### config.mk
export PLATFORM = sky130hd
export DESIGN_NAME = cpu_memory_responder_flat
export DESIGN_NICKNAME = d
export VERILOG_FILES = /design/src/rtl/cpu_memory_responder_if.sv /design/src/rtl/cpu_memory_responder.sv /design/src/flat_wrapper.sv
export SDC_FILE = /design/constraint.sdc
export NUM_CORES = 1
export LEC_CHECK = 0
export ABC_AREA = 1
export CORE_MARGIN = 8
export CORE_UTILIZATION = 55
export CTS_CLUSTER_DIAMETER = 80
export DETAILED_ROUTE_END_ITERATION = 6
export PLACE_DENSITY = 0.74
export RECOVER_POWER = 100
export SLEW_MARGIN = 20
export SYNTH_ARGS = -nofsm -noshare
export SYNTH_HDL_FRONTEND = slang
export SYNTH_SLANG_ARGS = --single-unit
### constraint.sdc
create_clock -name clk -period 5.2 [get_ports clk]
set_input_delay 0.52 -clock clk [delete_from_list [all_inputs] [get_ports clk]]
set_output_delay 0.52 -clock clk [all_outputs]
set_load 0.05 [all_outputs]
### src/rtl/cpu_memory_responder_if.sv
// CPU memory bus plus byte-serial program-loader handshake for cpu_memory_responder.
interface cpu_memory_responder_if #(
  parameter int unsigned ADDR_W = 4,
  parameter int unsigned DATA_W = 8
);
  logic              read;
  logic              write;
  logic [ADDR_W-1:0] address;
  logic [DATA_W-1:0] memoryIn;
  logic [DATA_W-1:0] memoryOut;
  logic              load_start;
  logic              load_valid;
  logic [DATA_W-1:0] load_data;
  logic              load_ready;
  logic [ADDR_W:0]   load_count;
  logic              load_done;
  logic              cpu_hold;
  logic              conflict;

  modport master (
    output read, write, address, memoryIn, load_start, load_valid, load_data,
    input  memoryOut, load_ready, load_count, load_done, cpu_hold, conflict
  );

  modport slave (
    input  read, write, address, memoryIn, load_start, load_valid, load_data,
    output memoryOut, load_ready, load_count, load_done, cpu_hold, conflict
  );
endinterface

### src/rtl/cpu_memory_responder.sv
// Zero-wait-state word store for the CPU with a valid/ready program loader
// that holds the CPU in clear while memory is being filled.
module cpu_memory_responder #(
  parameter int unsigned ADDR_W     = 4,
  parameter int unsigned DATA_W     = 8,
  parameter int unsigned LOAD_WORDS = 16
) (
  input  logic                   clk,
  input  logic                   clr,
  cpu_memory_responder_if.slave  bus
);

  localparam int unsigned DEPTH = 2 ** ADDR_W;
  localparam int unsigned CNT_W = ADDR_W + 1;
  localparam logic [CNT_W-1:0] LAST_PTR = CNT_W'(LOAD_WORDS - 1);

  typedef enum logic [1:0] {
    IDLE = 2'd0,
    LOAD = 2'd1,
    DONE = 2'd2
  } stateT;

  stateT             state;
  stateT             stateNext;
  logic [DATA_W-1:0] mem [DEPTH];
  logic [CNT_W-1:0]  loadPtr;
  logic [CNT_W-1:0]  loadCount;
  logic              loadDone;
  logic              conflictSeen;
  logic              cpuHold;
  logic              loadReady;
  logic              cpuStrobe;
  logic              lastByte;

  assign cpuStrobe = bus.read | bus.write;
  assign lastByte  = (loadPtr == LAST_PTR);

  // Next-state decode
  always_comb begin
    stateNext = state;
    unique case (state)
      IDLE:    if (bus.load_start) stateNext = LOAD;
      LOAD:    if (bus.load_valid && lastByte) stateNext = DONE;
      DONE:    stateNext = IDLE;
      default: stateNext = IDLE;
    endcase
  end

  // State, handshake flags and loader bookkeeping
  always_ff @(posedge clk or posedge clr) begin
    if (clr) begin
      state        <= IDLE;
      cpuHold      <= 1'b0;
      loadReady    <= 1'b0;
      loadPtr      <= '0;
      loadCount    <= '0;
      loadDone     <= 1'b0;
      conflictSeen <= 1'b0;
    end else begin
      state     <= stateNext;
      cpuHold   <= (stateNext != IDLE);
      loadReady <= (stateNext == LOAD);
      unique case (state)
        IDLE: begin
          if (bus.load_start) begin
            loadPtr   <= '0;
            loadCount <= '0;
            loadDone  <= 1'b0;
          end
        end
        LOAD: begin
          if (bus.load_valid) begin
            loadPtr   <= loadPtr + CNT_W'(1);
            loadCount <= loadCount + CNT_W'(1);
          end
          if (cpuStrobe) conflictSeen <= 1'b1;
        end
        DONE: begin
          loadDone <= 1'b1;
          if (cpuStrobe) conflictSeen <= 1'b1;
        end
        default: ;
      endcase
    end
  end

  // Word store: CPU owns it in IDLE, the loader owns it in LOAD
  always_ff @(posedge clk or posedge clr) begin
    if (clr) begin
      for (int i = 0; i < DEPTH; i++) mem[i] <= '0;
    end else begin
      if (state == IDLE && bus.write)
        mem[bus.address] <= bus.memoryIn;
      else if (state == LOAD && bus.load_valid)
        mem[loadPtr[ADDR_W-1:0]] <= bus.load_data;
    end
  end

  // Read data is combinational so the CPU sees it with zero wait states
  assign bus.memoryOut  = (bus.read && state == IDLE && !cpuHold) ? mem[bus.address] : '0;
  assign bus.load_ready = loadReady;
  assign bus.load_count = loadCount;
  assign bus.load_done  = loadDone;
  assign bus.cpu_hold   = cpuHold;
  assign bus.conflict   = conflictSeen;

endmodule

### src/flat_wrapper.sv
// flat-port wrapper written by rule: the top's interface ports become plain ports
module cpu_memory_responder_flat 
#(
  parameter int unsigned ADDR_W     = 4,
  parameter int unsigned DATA_W     = 8,
  parameter int unsigned LOAD_WORDS = 16
)
  (clk, clr, bus_read, bus_write, bus_address, bus_memoryIn, bus_load_start, bus_load_valid, bus_load_data, bus_memoryOut, bus_load_ready, bus_load_count, bus_load_done, bus_cpu_hold, bus_conflict);
  cpu_memory_responder_if #(.ADDR_W(ADDR_W), .DATA_W(DATA_W)) bus_i ();
  input  logic clk;
  input  logic clr;
  input wire logic [$bits(bus_i.read)-1:0] bus_read;
  input wire logic [$bits(bus_i.write)-1:0] bus_write;
  input wire logic [$bits(bus_i.address)-1:0] bus_address;
  input wire logic [$bits(bus_i.memoryIn)-1:0] bus_memoryIn;
  input wire logic [$bits(bus_i.load_start)-1:0] bus_load_start;
  input wire logic [$bits(bus_i.load_valid)-1:0] bus_load_valid;
  input wire logic [$bits(bus_i.load_data)-1:0] bus_load_data;
  output wire logic [$bits(bus_i.memoryOut)-1:0] bus_memoryOut;
  output wire logic [$bits(bus_i.load_ready)-1:0] bus_load_ready;
  output wire logic [$bits(bus_i.load_count)-1:0] bus_load_count;
  output wire logic [$bits(bus_i.load_done)-1:0] bus_load_done;
  output wire logic [$bits(bus_i.cpu_hold)-1:0] bus_cpu_hold;
  output wire logic [$bits(bus_i.conflict)-1:0] bus_conflict;
  assign bus_i.read = bus_read;
  assign bus_i.write = bus_write;
  assign bus_i.address = bus_address;
  assign bus_i.memoryIn = bus_memoryIn;
  assign bus_i.load_start = bus_load_start;
  assign bus_i.load_valid = bus_load_valid;
  assign bus_i.load_data = bus_load_data;
  assign bus_memoryOut = bus_i.memoryOut;
  assign bus_load_ready = bus_i.load_ready;
  assign bus_load_count = bus_i.load_count;
  assign bus_load_done = bus_i.load_done;
  assign bus_cpu_hold = bus_i.cpu_hold;
  assign bus_conflict = bus_i.conflict;
  cpu_memory_responder #(.ADDR_W(ADDR_W), .DATA_W(DATA_W), .LOAD_WORDS(LOAD_WORDS)) u_core (.clk(clk), .clr(clr), .bus(bus_i));
endmodule
==> results of run 1 <==
## worst max-delay path, delay by kind of cell
family | cells | cell delay (ps)
buffers and inverters | 4 | 2470
and+or+nand+nor | 8 | 600
## worst paths after layout
check                                         start             endpoint  slack, ps  cells past startpoint
worst min register to register  u_core.bus.conflict  u_core.bus.conflict        480                      2
worst min-delay path            u_core.bus.conflict  u_core.bus.conflict        480                      2
min in group asynchronous                       clr       u_core.mem[38]       1140                      2
max in group asynchronous                       clr       u_core.mem[80]       1750                      3
worst max register to register      u_core.state[0]       u_core.mem[72]       1160                      6
worst max-delay path                 bus_address[0]     bus_memoryOut[0]       1080                     12
## per-stage QoR
step / power [mW] / cells / hold WS (ps)
floorplan: 3.11 / 1240 / 488
global placement: 3.57 / 1439 / 450
detailed placement: 3.60 / 1439 / 474
CTS: 4.90 / 1471 / 489
global route: 5.19 / 1471 / 516
finish: 4.89 / 1471 / 478
## cells in the mapped netlist
cell / count / area [sq um]
nand2_1: 499 / 1870
inv_1: 155 / 582
dfrtp_1: 144 / 3600
o21ai_0: 142 / 711
o22ai_1: 121 / 757
buf_2: 30 / 150
nor2_1: 24 / 90.1
nand2_2: 19 / 119
o22ai_4: 14 / 280
buf_6: 13 / 146
nand3_1: 12 / 60.1
buf_4: 11 / 82.6
ha_1: 9 / 113
o21ai_1: 7 / 35.0
clkbuf_1: 5 / 18.8
inv_2: 5 / 18.8
buf_1: 4 / 15.0
o21ai_2: 4 / 35.0
xnor2_1: 3 / 26.3
nand3_4: 2 / 35.0
nor2_2: 2 / 12.5
nor2_8: 2 / 40.0
o31ai_1: 2 / 15.0
a21boi_4: 1 / 18.8
a22o_1: 1 / 8.76
a31o_2: 1 / 8.76
buf_12: 1 / 20.0
mux2i_1: 1 / 10.0
nand2_4: 1 / 11.3
nand4_1: 1 / 6.26
nor2_4: 1 / 11.3
nor3_1: 1 / 5.00
nor3b_1: 1 / 7.51
o22ai_2: 1 / 12.5
## cells in the final DEF (no fill, tap or decap), types with 3 or more instances in the layout
cell,count
o21ai_0,153
inv_1,156
bufinv_16,3
dlygate4sd3_1,17
clkinv_4,4
clkbuf_16,17
buf_4,4
nor2_1,24
xnor2_1,3
o22ai_1,121
dfrtp_1,144
nand2_2,19
o22ai_4,14
inv_2,3
clkdlybuf4s50_1,24
nand2_1,499
nand3_1,14
ha_1,9
## registers in the layout (all words and copies together), names as in the netlist
name and cells:
u_core.state 2, u_core.loadPtr 5, u_core.mem 128, u_core.bus.load_ready 1, u_core.bus.cpu_hold 1, u_core.bus.load_count 5, u_core.bus.load_done 1, u_core.bus.conflict 1
## logic make-up (layout without fill, tap and decap cells)
logic type	after synthesis	count (layout)	synth area share
buffers and inverters	224	239	0.116
DFF	144	144	0.403
xor gates and xnor gates	3	3	0.00294
AOI/OAI and AO/OA	294	294	0.211
and+or+nand+nor	565	565	0.254
muxes	1	1	0.00112
adders and majority gates	9	9	0.0126
## power breakdown
part	switching, mW	total [mW]	internal, mW
combinational	1.15	1.67	0.518
clock	0.506	1.29	0.782
sequential	0.314	1.94	1.63
total	1.97	4.89	2.93
## metal layers
| metal | up-vias | global-route usage |
|---|---|---|
| met5 | - | 0 |
| met4 | 0 | 0.0919 |
| met3 | 63 | 0.0667 |
| met2 | 507 | 0.393 |
| met1 | 4018 | 0.378 |
| li1 | 4024 | - |
## final cells by class
class	instances	area (sq um)
multi-input combinational	872	4250
timing repair buffer	47	450
clock buffer	20	457
inverter	160	602
clock inverter	12	159
fill	1504	6090
tap	216	270
sequential	144	3600
==> impl_metrics.toml, run 1 <==
[setup_path]
crit_top_cell = "nand2_1"
critical_path_class = "in2out"
startpoint_type = "input port"
end_kind = "primary output"
cp_data_required_time_ps = 4680
max_stage_delay_ps = 1040
cp_max_fo = 39
crit_chain = "buf_2, inv_1, buf_4, nand2_1, nand2_1, nand2_1, nand2_1, nand2_1, nand2_1, nor2_1, nor2_1, dlygate4sd3_1"
critPathSlowestCell = "inv_1"
cp.arrival_ps = 3600

[clock_network]
cts_tree = "built"
clk_path_buf_depth = 2
ctsHoldBuffers = 0
post-cts-setup-buffer-count = 0
cts_buffers = 17
clock-sinks = 144
root_buffer = "clkbuf_16"
post_cts_resized = 0
clkTransAtPathRegs_ps = 60
clkLatencyLatePin_ps = 440
cts-htree-levels = 4

[detailed_routing]
drtAntennaViolNets = 0
dr.pass1.iters = 6
via_count = 8612
route.met3.wl_microns = 2900
remaining_drc_errors = 0
top_layer = "met4"
dr_wl_met2_microns = 11500
drtIter0Drc = 1033
wl_per_cell_microns = 18.2
wl_met1_microns = 11600
viasPerCell = 5.85
wirelength_microns = 26700

[cells_and_area]
utilization = 0.616
fin_area_sq_mm = 0.00979
drive_above_1_share = 0.0653
syn2layout_area_growth_pct = 9.55
diodes = 0
nets = 1277

[synthesis]
syn_area_sq_mm = 0.00894
yosysWarnings = 0
syn-instance-count = 1240
syn_nets = 1275
ys_types = 34
avgSynthCellArea_sq_um = 7.21
yosysSeqAreaShare = 0.403
synth-seq-cells = 144

[floorplan]
start_util = 0.563
die_w_microns = 143
ioPinCount = 43
die_y_microns = 143
dieArea_sq_mm = 0.0206
fp-row-count = 46
core_area_sq_mm = 0.0159

[timing]
finalCriticalPeriod_ps = 4120
slew_viol_final = 126
worstMarginPinSlew_ps = 2250
clock.fmax_ghz = 0.243
max_slew_margin = -0.510
period_share = 0.793
rsz0062_at_grt = "no"
setup_slack_ps = 1080
setup_viol = 0
final_hold_viol_count = 0
fin_setup_tns_ps = 0
finalClockSkew_ps = 8.02

[place]
numPortBuffers = 42
post_dp_cell_area_sq_mm = 0.00923
dp_slack_ps = 1650
dp_hpwl_microns = 17200
gp_congestion = 0.981

[global_routing]
grt_max_degree = 76
grt_pass1_wl_microns = 42800
grt_pass1_vias = 7851
grt_overflow_total = 0
track_usage = 0.268
antenna_found_initial = 0

[outcome]
violations = "capacitance limit, slew limit"
status = "complete, but fails checks"

[power_and_ir_drop]
peakVddDrop_v = 0.000317
leakage_nw = 4.58
power_density_mw_per_mm2 = 500

[min_path]
hold_path.class = "reg2reg"

[job]
maxCapViolations = 4
(Power assumes the default switching activity.)
==> run 2, diff against run 1 <==
==> constraint.sdc (replaced) <==
create_clock -name clk -period 4.15 [get_ports clk]
set_input_delay 0.415 -clock clk [delete_from_list [all_inputs] [get_ports clk]]
set_output_delay 0.415 -clock clk [all_outputs]
set_load 0.05 [all_outputs]
==> run 2 against run 1 <==
The flow finishes with violations (DRC, capacitance limit, slew limit); count of clock-buffer cells in the layout increased by 3; die area unchanged; critical path depth fell by 5; sequential cell count unchanged; routed wire length rose by 0.46%.
==> impl_metrics.toml, run 2 (synthesis results as in run 1) <==
[global_routing]
grt_overflow_total = 0
antenna_found_initial = 0
grt_pass1_vias = 8015
grt_max_degree = 76
grt_pass1_wl_microns = 42800
track_usage = 0.269

[setup_path]
crit_top_cell = "nor2_1"
max_stage_delay_ps = 730
critical_path_class = "in2out"
cp_data_required_time_ps = 3730
reg2reg_depth = 7
startpoint_type = "input port"
critPathSlowestCell = "nor2_1"
cp.depth = 7
end_kind = "primary output"
crit_chain = "dlygate4sd3_1, nor2_1, nand2_1, nand2_1, nor2_1, nor2_1, clkbuf_1"
cp_max_fo = 12
path_delay_family = "simple AND/OR/NAND/NOR gates"
cp.arrival_ps = 2690
critPathBufInv = 2

[place]
post_dp_cell_area_sq_mm = 0.00928
gp_congestion = 0.894
numPortBuffers = 42
dp_hpwl_microns = 16700

[timing]
final_hold_viol_count = 0
period_share = 0.749
whs_ps = 463
max_slew_margin = -0.284
slew_viol_final = 76
fin_setup_tns_ps = 0
clock.fmax_ghz = 0.322
worstMarginPinSlew_ps = 1930
setup_viol = 0
finalClockSkew_ps = 10.2
rsz0062_at_grt = "no"
finalCriticalPeriod_ps = 3110

[detailed_routing]
drtAntennaViolNets = 0
drtIter0Drc = 974
remaining_drc_errors = 1
via_count = 8536
wirelength_microns = 26800
dr.pass1.iters = 7
wl_per_cell_microns = 18.3
viasPerCell = 5.81

[cells_and_area]
largest_reg_flops = 128
drive_above_1_share = 0.0622
final_common_cell = "nand2_1"
top_register = "u_core.mem"
layout.cells.most_common_list = "499 x nand2_1, 154 x inv_1, 152 x o21ai_0"
utilization = 0.613
diodes = 0
fin_area_sq_mm = 0.00974
nets = 1276
syn2layout_area_growth_pct = 8.96

[job]
maxCapViolations = 1

[clock_network]
cts_buffers = 17
cts-htree-levels = 4
root_buffer = "clkbuf_16"
clkLatencyLatePin_ps = 440
post_cts_resized = 0
cts_tree = "built"
clkTransAtPathRegs_ps = 60
ctsHoldBuffers = 0
post-cts-setup-buffer-count = 0
clk_path_buf_depth = 2
clock-sinks = 144

[floorplan]
die_y_microns = 143
start_util = 0.563
dieArea_sq_mm = 0.0206
die_w_microns = 143
core_area_sq_mm = 0.0159
fp-row-count = 46
ioPinCount = 43

[outcome]
violations = "DRC, capacitance limit, slew limit"
status = "complete, but fails checks"

[min_path]
whs_path_depth = 2
hold_path.class = "reg2reg"

[power_and_ir_drop]
power_mw = 6.17
leakage_nw = 4.56
power_density_mw_per_mm2 = 633
peakVddDrop_v = 0.000453
[run 2: cell types whose count changed in the layout (fill, tap and decap cells not counted), sizes merged]
cell,delta
clkinv,-3
bufinv,+2
dlygate4sd3,-6
clkdlybuf4s50,-2
clkinvlp,-1
clkbuf,+10
inv,-1
[run 2: worst paths after layout]
| check | from | to | slack (ps) |
|---|---|---|---|
| max in group asynchronous | clr | u_core.mem[94] | 1130 |
| hold / removal | u_core.bus.conflict | u_core.bus.conflict | 460 |
| setup / recovery | bus_address[2] | bus_memoryOut[4] | 1040 |
| min in group asynchronous | clr | u_core.mem[35] | 640 |
| setup reg to reg | u_core.state[0] | u_core.mem[35] | 1130 |
| hold reg to reg | u_core.bus.conflict | u_core.bus.conflict | 460 |
[run 2: cell type report]
cell class,instances,area (sq um)
sequential,144,3600
fill,1500,6150
tap,216,270
clock buffer,23,468
inverter,160,604
multi-input combinational,872,4190
timing repair buffer,46,423
clock inverter,9,180
[run 2: per-stage QoR]
step / std cells / worst slack [ps]
2_1_floorplan: 1240 / 1850
3_3_place_gp: 1438 / 1250
3_5_place_dp: 1438 / 1280
4_1_cts: 1470 / 1380
5_1_grt: 1470 / 653
6_report: 1470 / 1040
[run 2: power breakdown]
part           leakage [nW]  switching (mW)  internal [mW]
combinational          2.48            1.41          0.642
sequential             1.76           0.371           2.04
clock                 0.312           0.610           1.10
[run 2: worst reg2reg max path, stage by stage, from the launching register on]
cell and delay, ps:
dfrtp_1 400, inv_1 90, ha_1 270, nand2_4 320, inv_2 290, nand3_4 150
a21boi_0 1110, o21ai_0 210
[run 2: routing by layer]
layer | track usage | vias to the layer above | share of wire
met5 | 0 | - | 0
met4 | 0.122 | 0 | 0.037
met3 | 0.0720 | 83 | 0.10
met2 | 0.406 | 500 | 0.44
met1 | 0.355 | 3941 | 0.43
li1 | - | 4012 | -
==> run 3, diff against run 2 <==
==> constraint.sdc (replaced) <==
create_clock -name clk -period 3 [get_ports clk]
set_input_delay 0.3 -clock clk [delete_from_list [all_inputs] [get_ports clk]]
set_output_delay 0.3 -clock clk [all_outputs]
set_load 0.05 [all_outputs]
==> run 3 against run 2 <==
The flow still finishes with violations (DRC, capacitance limit, slew limit); register-to-register slack got worse by 800 ps; critical path depth increased by 1; count of clock-buffer cells in the layout increased by 1; clock skew decreased by 5.2 ps; routed wire length increased by 0.32%; non-clock buffer count increased by 16; die area unchanged; worst setup slack got worse by 710 ps; sequential power increased by 38%; sequential share of layout area decreased by 0.63 points; largest cell class unchanged.
==> impl_metrics.toml, run 3 (synthesis results as in run 1) <==
[cells_and_area]
final_common_cell = "nand2_1"
nets = 1292
drive_above_1_share = 0.0843
largest_reg_flops = 128
top_register = "u_core.mem"
fin_area_sq_mm = 0.00991
diodes = 0
layout.cells.most_common_list = "499 x nand2_1, 154 x inv_1, 148 x o21ai_0"
syn2layout_area_growth_pct = 10.8
instances_no_fill = 1486

[floorplan]
core_area_sq_mm = 0.0159
start_util = 0.563
dieArea_sq_mm = 0.0206
die_y_microns = 143
die_w_microns = 143
fp-row-count = 46
ioPinCount = 43

[clock_network]
clock-sinks = 144
post_cts_resized = 0
clkLatencyLatePin_ps = 430
ctsHoldBuffers = 0
root_buffer = "clkbuf_16"
cts_tree = "built"
clkTransAtPathRegs_ps = 60
cts_buffers = 17
cts-htree-levels = 4
post-cts-setup-buffer-count = 0
clk_path_buf_depth = 2

[place]
dp_hpwl_microns = 17200
post_dp_cell_area_sq_mm = 0.00943
numPortBuffers = 42
placedCellCount = 1454
gp_congestion = 0.935

[global_routing]
grt_overflow_total = 0
grt_pass1_vias = 8242
track_usage = 0.272
grt_pass1_wl_microns = 43400
grt-busiest-layer = "met2"
antenna_found_initial = 0
gr-usage-met3 = 0.0743
use_met1 = 0.365
grt_max_degree = 70
use_met2 = 0.402

[setup_path]
max_stage_delay_ps = 850
critPathBufInv = 2
crit_chain = "inv_1, ha_1, nand2_4, buf_4, nand3_4, o22ai_1, nand2_1, o21ai_0"
cp.arrival_ps = 3000
cp_max_fo = 16
critPathSlowestCell = "o22ai_1"
critical_path_class = "reg2reg"
path_delay_family = "compound AO/OA/AOI/OAI gates"
cp_data_required_time_ps = 3340
end_kind = "register"
startpoint_type = "register"

[timing]
fin_setup_tns_ps = 0
final_hold_viol_count = 0
setup_viol = 0
finalCriticalPeriod_ps = 2670
finalClockSkew_ps = 4.97
clock.fmax_ghz = 0.375
slew_viol_final = 32
period_share = 0.889
max_slew_margin = -0.0875
worstMarginPinSlew_ps = 1630
rsz0062_at_grt = "no"

[power_and_ir_drop]
leakage_nw = 4.67
power_density_mw_per_mm2 = 856
peakVddDrop_v = 0.000573

[detailed_routing]
drtIter0Drc = 1083
remaining_drc_errors = 8
via_count = 8640
drtAntennaViolNets = 0
wl_per_cell_microns = 18.1
dr.pass1.iters = 7
viasPerCell = 5.81
wirelength_microns = 26900

[job]
maxCapViolations = 1

[min_path]
hold_path.class = "in2async"

[outcome]
violations = "DRC, capacitance limit, slew limit"
status = "complete, but fails checks"
==> run 3: changes by cell type in the layout (fill, tap and decap cells not counted), sizes merged <==
cell and delta:
buf +20, bufinv -2, clkbuf -3, clkinv -1, clkinvlp +2
==> run 3: per-layer routing <==
| layer | routed length (microns) | vias to the layer above | share of wire |
|---|---|---|---|
| li1 | - | 4042 | - |
| met1 | 11500 | 4077 | 0.43 |
| met2 | 11900 | 446 | 0.44 |
| met3 | 2540 | 75 | 0.094 |
| met4 | 987 | 0 | 0.037 |
| met5 | 0 | - | 0 |
==> run 3: area by class of cell <==
class                           instances  area (sq um)
Clock buffer                           24           502
Clock inverter                          8           126
Inverter                              160           602
Timing Repair Buffer                   62           637
Tap cell                              216           270
Sequential cell                       144          3600
Multi-Input combinational cell        872          4170
Fill cell                            1460          5980
==> run 3: power breakdown <==
group          internal (mW)  switching, mW
Clock                   1.42          0.861
Sequential              2.82          0.504
Combinational          0.941           1.94
==> run 3: stage by stage <==
stage | utilization | power (mW) | hold WS (ps) | worst slack, ps
finish | 0.624 | 8.48 | 407 | 333
global route | 0.624 | 9.02 | 450 | 133
CTS | 0.633 | 8.55 | 206 | 450
detailed placement | 0.593 | 6.25 | 458 | 443
global placement | 0.593 | 6.17 | 451 | 503
floorplan | - | 5.40 | 431 | 895
==> run 3: worst paths after layout <==
path	startpoint	end	slack, ps	cells past startpoint
max in group asynchronous	clr	u_core.bus.load_count[4]	680	3
worst max register to register	u_core.state[0]	u_core.mem[78]	330	8
worst max-delay path	u_core.state[0]	u_core.mem[78]	330	8
min in group clk	u_core.bus.conflict	u_core.bus.conflict	470	2
worst min register to register	u_core.bus.conflict	u_core.bus.conflict	470	2
worst min-delay path	clr	u_core.mem[44]	410	2
